### src/rtl/blink_sequencer.sv
// Replays a small table of (ontime, offtime, reps) blink steps into the pattern
// generator through its enable/done handshake, with an idle gap between steps.
module blink_sequencer #(
    parameter int NSTEPS  = 8,
    parameter int TW      = 32,
    parameter int RW      = 8,
    parameter int GAP     = 4,
    parameter int TIMEOUT = 2**24,
    localparam int AW     = $clog2(NSTEPS)
) (
    input  logic          hwclk,
    input  logic          reset,
    input  logic          wr_en,
    input  logic [AW-1:0] wr_addr,
    input  logic [TW-1:0] wr_ontime,
    input  logic [TW-1:0] wr_offtime,
    input  logic [RW-1:0] wr_reps,
    input  logic [AW:0]   seq_len,
    input  logic          start,
    input  logic          abort,
    input  logic          pat_done,
    output logic          pat_enable,
    output logic [TW-1:0] pat_ontime,
    output logic [TW-1:0] pat_offtime,
    output logic [RW-1:0] pat_reps,
    output logic [AW-1:0] step,
    output logic          busy,
    output logic          seq_done,
    output logic          error
);

    localparam int            WDW      = $clog2(TIMEOUT + 1);
    localparam logic [WDW-1:0] WD_LAST = WDW'(TIMEOUT - 1);
    localparam logic [AW:0]   NMAX     = (AW+1)'(NSTEPS);
    // The LOAD cycle of the next step is the last low cycle of the gap,
    // so the GAP state itself only lasts GAP-1 cycles.
    localparam logic [7:0]    GAP_HOLD = 8'(GAP - 1);

    typedef enum logic [2:0] {S_IDLE, S_LOAD, S_RUN, S_GAP, S_FINISH} state_t;

    state_t         state;
    logic [TW-1:0]  tbl_on   [NSTEPS];
    logic [TW-1:0]  tbl_off  [NSTEPS];
    logic [RW-1:0]  tbl_reps [NSTEPS];
    logic [AW:0]    len;
    logic [WDW-1:0] wd;
    logic [7:0]     gcnt;
    logic           last;

    assign last = (({1'b0, step} + (AW+1)'(1)) == len);

    always_ff @(posedge hwclk) begin
        if (wr_en && !busy) begin
            tbl_on[wr_addr]   <= wr_ontime;
            tbl_off[wr_addr]  <= wr_offtime;
            tbl_reps[wr_addr] <= wr_reps;
        end
    end

    always_ff @(posedge hwclk or posedge reset) begin
        if (reset) begin
            state       <= S_IDLE;
            busy        <= 1'b0;
            seq_done    <= 1'b0;
            error       <= 1'b0;
            pat_enable  <= 1'b0;
            step        <= '0;
            pat_ontime  <= '0;
            pat_offtime <= '0;
            pat_reps    <= '0;
            len         <= '0;
            wd          <= '0;
            gcnt        <= '0;
        end else begin
            seq_done <= 1'b0;
            if (abort && state != S_IDLE) begin
                state      <= S_IDLE;
                busy       <= 1'b0;
                pat_enable <= 1'b0;
            end else begin
                unique case (state)
                    S_IDLE: begin
                        if (start && !abort) begin
                            len   <= (seq_len > NMAX) ? NMAX : seq_len;
                            step  <= '0;
                            error <= 1'b0;
                            busy  <= 1'b1;
                            if (seq_len == '0) begin
                                state    <= S_FINISH;
                                seq_done <= 1'b1;
                            end else begin
                                state <= S_LOAD;
                            end
                        end
                    end
                    S_LOAD: begin
                        pat_ontime  <= tbl_on[step];
                        pat_offtime <= tbl_off[step];
                        pat_reps    <= tbl_reps[step];
                        wd          <= '0;
                        if (tbl_reps[step] == '0) begin
                            if (last) begin
                                state    <= S_FINISH;
                                seq_done <= 1'b1;
                            end else begin
                                step <= step + AW'(1);
                            end
                        end else begin
                            state      <= S_RUN;
                            pat_enable <= 1'b1;
                        end
                    end
                    S_RUN: begin
                        if (pat_done) begin
                            pat_enable <= 1'b0;
                            gcnt       <= '0;
                            if (GAP_HOLD != 8'd0) begin
                                state <= S_GAP;
                            end else if (last) begin
                                state    <= S_FINISH;
                                seq_done <= 1'b1;
                            end else begin
                                step  <= step + AW'(1);
                                state <= S_LOAD;
                            end
                        end else if (wd == WD_LAST) begin
                            error      <= 1'b1;
                            pat_enable <= 1'b0;
                            busy       <= 1'b0;
                            state      <= S_IDLE;
                        end else begin
                            wd <= wd + WDW'(1);
                        end
                    end
                    S_GAP: begin
                        if (gcnt == GAP_HOLD - 8'd1) begin
                            if (last) begin
                                state    <= S_FINISH;
                                seq_done <= 1'b1;
                            end else begin
                                step  <= step + AW'(1);
                                state <= S_LOAD;
                            end
                        end else begin
                            gcnt <= gcnt + 8'd1;
                        end
                    end
                    S_FINISH: begin
                        state <= S_IDLE;
                        busy  <= 1'b0;
                    end
                    default: state <= S_IDLE;
                endcase
            end
        end
    end

endmodule

### config.mk
export PLATFORM = sky130hd
export DESIGN_NAME = blink_sequencer
export DESIGN_NICKNAME = d
export VERILOG_FILES = /design/src/rtl/blink_sequencer.sv
export SDC_FILE = /design/constraint.sdc
export NUM_CORES = 1
export LEC_CHECK = 0
export ABC_AREA = 1
export ABC_CLOCK_PERIOD_IN_PS = 11100
export BUFFER_PORTS_ARGS = -buffer_cell sky130_fd_sc_hd__buf_2
export CORE_MARGIN = 5
export CORE_UTILIZATION = 35
export CTS_BUF_LIST = sky130_fd_sc_hd__clkbuf_4
export CTS_CLUSTER_DIAMETER = 50
export DETAILED_ROUTE_END_ITERATION = 12
export HOLD_SLACK_MARGIN = 0.02
export PLACE_DENSITY = 0.62
export SLEW_MARGIN = 25
export SYNTH_ARGS = -nofsm -noshare
export SYNTH_HDL_FRONTEND = slang
export SYNTH_SLANG_ARGS = --single-unit
### constraint.sdc
create_clock -name hwclk -period 11.1 [get_ports hwclk]
set_input_delay 1.11 -clock hwclk [delete_from_list [all_inputs] [get_ports hwclk]]
set_output_delay 1.11 -clock hwclk [all_outputs]
set_load 0.01 [all_outputs]
### Word level (Yosys, flattened, before mapping)

Memories as Yosys holds them, arrays and structs flattened. A register that Yosys moved wholly into a read port is not among the register bits.
Cells that the tools add are included.

| operators by class | value |
|---|---|
| add/sub/neg operators | 4 |
| order comparisons | 1 |
| equality and inequality tests | 22 |
| multiplexer cells | 44 |
| bitwise logic cells | 1 |
| reduce and logical (&&, ||, !) cells | 24 |

Operator list:

| cell | count |
|---|---|
| two-way mux 25 bit | 2 |
| case mux 25 bit (2 select lines) | 1 |
| two-way mux 3 bit | 13 |
| adder 25 x 1 -> 25 bit, second input constant | 1 |
| equality test 25 x 24 -> 1 bit, second input constant | 1 |
| two-way mux 1 bit | 18 |
| two-way mux 8 bit | 2 |
| inequality test 2 bit, second input constant | 8 |
| case mux 8 bit (2 select lines) | 1 |
| AND reduction 4 bit | 4 |
| inequality test 3 bit, second input constant | 5 |
| case mux 3 bit (4 select lines) | 1 |
| AND reduction 5 bit | 2 |
| case mux 3 bit (3 select lines) | 1 |
| nonzero test 3 bit | 3 |
| adder 8 x 1 -> 8 bit, second input constant | 1 |
| equality test 8 x 2 -> 1 bit, second input constant | 1 |
| logical NOT 8 bit | 1 |
| inequality test 4 bit, second input constant | 2 |
| equality test 3 x 2 -> 1 bit, second input constant | 2 |
| case mux 1 bit (3 select lines) | 2 |
| AND reduction 3 bit | 2 |
| nonzero test 2 bit | 3 |
| adder 3 x 1 -> 4 bit, second input constant | 1 |
| other kinds (14) | 18 |

| storage, ports and cells | value |
|---|---|
| flip-flop bits (word level) | 55 |
| memory bits (writable) | 576 |
| input bits | 85 |
| output and inout bits | 79 |
| logic and storage cells | 109 |
| memories | 3 |

Memory list:

| memory | depth | bits a word | read ports | clocked after Yosys merged registers in | write ports | RTL line | text |
|---|---|---|---|---|---|---|---|
| tbl_off | 8 | 32 | 1 | 1 | 1 | 43 | `logic [TW-1:0] tbl_off [NSTEPS];` |
| tbl_on | 8 | 32 | 1 | 1 | 1 | 42 | `logic [TW-1:0] tbl_on [NSTEPS];` |
| tbl_reps | 8 | 8 | 1 | 0 | 1 | 44 | `logic [RW-1:0] tbl_reps [NSTEPS];` |

### Depth between registers and ports, before layout

Gate-level depths: netlist of run 1.

| logic depth | value |
|---|---|
| depth after elaboration | 6 |
| depth in mapped cells | 15 |
| mapped depth without buffers | 13 |

### Worst setup path before layout of run 1

No wires, ideal clock.

| path | value |
|---|---|
| path type | in2reg |
| start | input port wr_en |
| end | memory tbl_off[0][0], enable pin |
| setup time | 0.502 ns |
| arrival time | 4.357 ns |
| required time | 10.598 ns |
| setup slack | 6.240 ns |
| cell stages on the path | 4 |
| path through | inv_1 -> nor2_1 -> nand2_1 -> nor2_1 |

| on the way | value |
|---|---|
| cells in the longest elaborated chain, start to end | 3 |

Ends and longest elaborated chain:

| what | RTL line | text |
|---|---|---|
| start: declaration | 13 | `input logic wr_en,` |
| logical AND 1 bit | 53 | `if (wr_en && !busy) begin` |
| two-way mux 1 bit | 53 |  |
| two-way mux 1 bit (implied by the code) | 55 | `tbl_off[wr_addr] <= wr_offtime;` |
| end: declaration | 43 |  |

Every way passes these cells.

### Worst setup path in the final report of run 1

| path | value |
|---|---|
| start | register step[1] |
| end | output port step[1] |

RTL lines:

| what | RTL line | text |
|---|---|---|
| start: declaration | 26 | `output logic [AW-1:0] step,` |
| start signal: assignment | 106 | `step <= step + AW'(1);` |
| start signal: assignment | 123 | `step <= step + AW'(1);` |
| start signal: assignment | 141 | `step <= step + AW'(1);` |

No word-level cell between the ends.

==> results of run 1 <==
state kept, by name, summed over array words and instances, names as in the netlist:
name / cells
busy: 1
error: 1
gcnt: 8
len: 4
pat_enable: 1
pat_offtime: 32
pat_ontime: 32
pat_reps: 8
seq_done: 1
state: 3
step: 3
tbl_off: 256
tbl_on: 256
tbl_reps: 64
wd: 25
where the power goes:
group          leakage (uW)  internal, uW  switching, uW
sequential          0.00675          3050            165
combinational       0.00381           434            948
clock               0.00146          1230           1040
cell type report:
type / instances / area (um^2) / area share (%)
Antenna cell: 16 / 40.0 / 0.125
Clock buffer: 280 / 2100 / 6.59
Clock inverter: 47 / 333 / 1.04
Inverter: 102 / 405 / 1.27
Multi-Input combinational cell: 1267 / 6380 / 20.0
Sequential cell: 695 / 20300 / 63.5
Tap cell: 1050 / 1310 / 4.12
Timing Repair Buffer: 189 / 1060 / 3.33
per-layer routing:
| metal | global-route usage (%) | up-vias |
|---|---|---|
| li1 | - | 8545 |
| met1 | 21.2 | 9097 |
| met4 | 5.86 | 6 |
| met3 | 4.47 | 118 |
| met2 | 26.4 | 551 |
| met5 | 0 | - |
critical path, cell delays in order (launching register included):
cell and delay [ns]:
dfrtp_4 0.74, buf_4 0.67, buf_2 0.29
worst paths after layout:
kind / startpoint / cells after the start / endpoint
setup / recovery: step[1]$_DFFE_PP0P_ / 2 / step[1]
hold / removal: reset / 2 / pat_offtime[27]$_DFFE_PP0P_
setup reg to reg: step[0]$_DFFE_PP0P_ / 6 / pat_offtime[5]$_DFFE_PP0P_
min in group hwclk: wr_offtime[16] / 1 / tbl_off[4][16]$_DFFE_PP_
max in group asynchronous: reset / 3 / step[0]$_DFFE_PP0P_
hold reg to reg: pat_ontime[31]$_DFFE_PP0P_ / 2 / pat_ontime[31]$_DFFE_PP0P_
kinds of logic (layout without fill, tap and decap cells):
family	after synthesis	in the layout	share of synthesized area [%]
compound gates	444	444	10.1
simple gates	801	801	12.0
other cells	0	16	0
mux	1	1	0.0363
flops	695	695	73.5
xor+xnor	17	17	0.540
fa+ha+maj	4	4	0.181
buf+inv	226	618	3.61
cells in the mapped netlist (all sizes together):
cell type / n / area, um^2
edfxtp: 576 / 17300
nand2: 469 / 1790
nor2: 204 / 833
o21ai: 189 / 950
dfrtp: 119 / 2980
inv: 101 / 382
nand3: 93 / 465
buf: 73 / 414
a21oi: 72 / 375
clkbuf: 51 / 191
a31oi: 35 / 219
a32o: 34 / 340
o221ai: 34 / 298
o22ai: 33 / 206
a221oi: 30 / 263
nor3: 16 / 101
o31ai: 13 / 97.6
nand4: 12 / 75.1
xor2: 11 / 96.3
xnor2: 6 / 52.6
ha: 4 / 50.1
o211ai: 3 / 22.5
or2: 2 / 15.0
or3: 2 / 12.5
clkinv: 1 / 8.76
mux2i: 1 / 10.0
nand3b: 1 / 7.51
nor3b: 1 / 7.51
nor4: 1 / 6.26
o21bai: 1 / 11.3
stage by stage:
step           cells  util (%)
2_1_floorplan   2188         -
3_3_place_gp    3301      37.4
3_5_place_dp    3301      37.4
4_1_cts         3628      40.5
5_1_grt         3637      40.6
6_report        3646      40.6
==> metrics.txt, run 1 <==
share of the clock period used by the worst path=34.5%; critical-path maximum fanout=56; Total Routing Usage GR=16.3%; MaxCap Viol Count=0; Yosys reg bits=695; Metal-1 WL=30500 um; initial core utilization=35.1%; chip height=291 um; Clk Latency, worst-skew pair=1.00 ns; commonest non-fill, non-tap cells in the layout=edfxtp_1 (576), nand2_1 (459), clkbuf_4 (280); Max clock buf depth=3; first-pass GRT wire length=108000 um; final setup vio count=0; synth unique cells=47; Routed WL=70400 um; first drt pass iteration count=8; Gate Count Post-Synth=2188; worst clock skew=0.0842 ns; area delta synth->final=15.8%; most common cell after layout, fill and taps aside=edfxtp_1; Pleak=0.0120 uW; CTS H-tree lvls=4; Clock Pin Slew Worst Setup and Hold Paths=0.07 ns; # port buffers=163; nature of the critical path startpoint=register; starting DRC count in detailed routing=1397; Syn. warnings=0; post-layout total power=6870 uW; post-DP HPWL=38000 um; RSZ-0062 raised after global routing=false; # DRC=0; initial antenna violation count=19; max layer used=met5; sequential area share after synthesis=73.5%; GRT Residual Overflow=0; Final min period=3.82 ns; WHS=0.290 ns; WP data arrival=2.71 ns; post-CTS setup buffer count=0; Placement Cell Area=29400 um^2; CTS tree=built; Nets=2522; Peak supply drop=0.103 mV; Max Freq=261 MHz; vias in the first global route=18500; worst slack, placed=7.15 ns; Fin. Hold Viols=0; Die ar.=84500 um^2; largest net degree at the start of global routing=232; vias=18300; Filler cells=7418; metal3 WL=4710 um; kind of critical path=reg -> out; PwrDens=215 nW/um^2; final setup margin=7.28 ns; Post-Syn Nets=2277; Avg Vias per Cell=5.02; I/O pins=164; Root Driver=clkbuf_4; worst hold path class=in -> async; Syn Area/Cell=12.6 um^2; Synth Cell Area=27600 um^2; CP endpoint kind=output pin; CTS Buf Count=178; CTS Sinks=695; met2 routed WL=33700 um; Worst EP required=9.99 ns; final setup TNS=0 ns; Core Footprint=78600 um^2; max-slew violations=0; GPL Wtd Cong=0.838; Worst slew margin=32.8%; R2R setup slack=7.65 ns; post-CTS resize count=0; Antenna Nets Post-Route=0; Slew @ Worst Pin=1.01 ns; routed len/inst=19.3 um; chip width=291 um; hold_buf cts=0; layout cells sized above 1=21.3%; status=completed; placement row count=103; final instance area=31900 um^2
No activity file was read; power rests on OpenSTA's default activity.
==> run 2, diff against run 1 <==
--- a/config.mk
+++ b/config.mk
@@ -5,8 +5,8 @@
 export SDC_FILE = /design/constraint.sdc
 export NUM_CORES = 1
 export LEC_CHECK = 0
-export ABC_AREA = 1
-export ABC_CLOCK_PERIOD_IN_PS = 11100
+export ABC_AREA = 0
+export ABC_CLOCK_PERIOD_IN_PS = 3900
 export BUFFER_PORTS_ARGS = -buffer_cell sky130_fd_sc_hd__buf_2
 export CORE_MARGIN = 5
 export CORE_UTILIZATION = 35
==> constraint.sdc (replaced) <==
create_clock -name hwclk -period 3.9 [get_ports hwclk]
set_input_delay 0.39 -clock hwclk [delete_from_list [all_inputs] [get_ports hwclk]]
set_output_delay 0.39 -clock hwclk [all_outputs]
set_load 0.01 [all_outputs]
==> metrics.txt, run 2 <==
Clk Latency, worst-skew pair=0.98 ns (-0.02 ns); Max clock buf depth=3 (unchanged); CTS tree=built; placed cell count=2554 (-23%); critical-path maximum fanout=77 (+38%); Worst slew margin=34.2% (+1.4 points); # DRC=0 (unchanged); Die ar.=82500 um^2 (-2.3%); vias in the first global route=15600 (-16%); commonest non-fill, non-tap cells in the layout=edfxtp_1 (576), clkbuf_4 (276), buf_2 (163); largest family of logic cells by synthesized area=multiplexers; Syn. warnings=0 (unchanged); Switch Pwr=5320 uW (+150%); status=completed; Critical path origin=state[0]$_DFFE_PP0P_; chip height=287 um (-1.2%); RR Endpoint=pat_offtime[19]$_DFFE_PP0P_; Clock Pin Slew Worst Setup and Hold Paths=0.07 ns (about the same); hold_buf cts=90 (+90); Antenna Nets Post-Route=0 (unchanged); Total Routing Usage GR=14.7% (-1.6 points); Combinational Power Share=18.6% (-1.5 points); largest net degree at the start of global routing=88 (-62%); routed len/inst=20.1 um (+4.1%); CTS H-tree lvls=4 (unchanged); Post-Synth Simple-Gate Area=3.95% (-8.1 points); # port buffers=163 (unchanged); Placement Cell Area=29200 um^2 (-0.51%); Routed WL=59900 um (-15%); largest cells by area after synthesis=edfxtp_1 (64%), mux4_2 (12%), dfrtp_1 (11%), mux2i_1 (2.7%), o21ai_0 (1.6%); WP data arrival=3.87 ns (+1.16 ns); most common cell in the netlist=edfxtp_1; MaxCap Viol Count=0 (unchanged); most common cell after layout, fill and taps aside=edfxtp_1; Top Registers=tbl_off (256), tbl_on (256), tbl_reps (64); vias=14500 (-21%); GPL Wtd Cong=0.757 (-9.6%); final instance area=32600 um^2 (+2.2%); Yosys reg bits=695 (unchanged); Reg power frac=47.6% (+0.8 points); Final min period=3.07 ns; Filler cells=6884 (-7.2%); chip width=287 um (-1.2%); post-synthesis adder-cell area fraction=0.186% (+0.0045 points); sequential area share after synthesis=75.3% (+1.8 points); Post-Syn Nets=1490 (-35%); Nets=1884 (-25%); placement row count=101 (-1.9%); Pleak=0.0113 uW (-6.3%); area share of the largest cell type after synthesis=64.3% (+1.5 points); share of the clock period used by the worst path=78.8%; prevailing post-synth register cell=edfxtp_1; post-CTS setup buffer count=0 (unchanged); CP endpoint kind=register; Syn Area/Cell=19.2 um^2 (+52%); top cells by count, synth=edfxtp_1 (576), mux4_2 (141), dfrtp_1 (119); I/O pins=164 (unchanged); Slew @ Worst Pin=0.985 ns (-0.0239 ns); kind of critical path=reg -> reg; Peak supply drop=0.346 mV (+240%); Core Footprint=76100 um^2 (-3.2%); Max Freq=325 MHz; Fin. Hold Viols=0 (unchanged); first drt pass iteration count=5 (-3); final non-filler cell total=2982 (-18%); Worst EP required=4.69 ns (-5.30 ns); worst hold path class=in -> async; first-pass GRT wire length=92100 um (-15%); synth unique cells=59 (+26%); final setup vio count=0 (unchanged); nature of the critical path startpoint=register; post-CTS resize count=0 (unchanged); max-slew violations=0 (unchanged); Synth Cell Area=26900 um^2 (-2.4%); post-DP HPWL=31700 um (-17%); clock share of power=33.8% (+0.7 points); Post-synth EDFFs=576 (unchanged); Sw Share=27.8% (-3.6 points); initial core utilization=35.4% (+0.30 points); GRT Residual Overflow=0 (unchanged); post-synthesis xor/xnor area fraction=0.683% (+0.14 points); reg-to-reg startpoint=state[0]$_DFFE_PP0P_; Post-synth ARST share=17.1% (unchanged); CTS Buf Count=179 (+0.56%); area delta synth->final=21.2%; Internal=13800 uW (+190%); worst reg-to-reg path cell count=7 (+1); worst clock skew=0.0945 ns (+0.0102 ns); Synth Area in Compound Gates=3.61% (-6.5 points); WHS=0.114 ns (-0.176 ns); starting DRC count in detailed routing=913 (-35%); mux share of post-synthesis cell area=14.9% (+15 points); cell taking the most area after synthesis=edfxtp_1; Gate Count Post-Synth=1401 (-36%); initial antenna violation count=6 (-13); layout cells sized above 1=34.1% (+13 points); Root Driver=clkbuf_4; post-layout total power=19200 uW (+180%); CTS Sinks=695 (unchanged); Avg Vias per Cell=4.85 (-3.5%); RSZ-0062 raised after global routing=false; PwrDens=588 nW/um^2 (+170%); R2R setup slack=0.83 ns (-6.82 ns)
## run 2: cells by family after synthesis
group                      Yosys count
buffers and inverters               78
DFF                                695
and+or+nand+nor                    224
xor gates and xnor gates            21
muxes                              219
AOI/OAI and AO/OA                  160
adders and majority gates            4
## run 2: power by group through the flow
stage / combinational (uW) / sequential (uW) / clock, uW
CTS: 3670 / 9140 / 6720
finish: 3560 / 9130 / 6470
floorplan: 2340 / 9250 / 0
detailed placement: 3580 / 9290 / 0
global route: 3950 / 9190 / 7120
global placement: 3520 / 9270 / 0
## run 2: worst max-delay path by stage
stage,to,depth (start not counted)
5_1_grt,seq_done$_DFF_PP0_,7
3_5_place_dp,pat_offtime[19]$_DFFE_PP0P_,7
3_3_place_gp,pat_ontime[3]$_DFFE_PP0P_,7
2_1_floorplan,tbl_off[1][0]$_DFFE_PP_,1
4_1_cts,pat_offtime[19]$_DFFE_PP0P_,7
6_report,pat_offtime[19]$_DFFE_PP0P_,7
## run 2: cell type report
type | instances | area (um^2) | area share, %
sequential | 695 | 20300 | 62.2
multi-input combinational | 628 | 6380 | 19.6
timing repair buffer | 283 | 2150 | 6.59
clock buffer | 276 | 2070 | 6.35
tap | 1030 | 1290 | 3.95
clock inverter | 56 | 382 | 1.17
inverter | 8 | 37.5 | 0.115
antenna | 6 | 15.0 | 0.0460
## run 2: critical path, stage by stage (launching register included)
cell	delay, ns
dfrtp_1	0.64
nor2_1	0.14
a21oi_1	0.64
a21oi_2	0.04
buf_4	0.23
nand2_4	0.65
buf_12	0.32
o21ai_0	0.14
## run 2: routing by layer
metal | global-route usage [%] | vias up | wire [um]
met2 | 24.3 | 397 | 30100
met5 | 0 | - | 20
met3 | 3.85 | 101 | 3300
met1 | 19.0 | 7376 | 25500
li1 | - | 6576 | -
met4 | 4.79 | 4 | 1060
## run 2: through the flow
stage	util [%]	setup TNS [ns]	setup WS [ns]
final	42.9	0	0.825
after global placement	38.4	0	1.06
after CTS	42.8	0	0.865
after floorplan	-	-184.34	-1.15
after global routing	42.9	0	0.603
after detailed placement	38.4	0	0.934
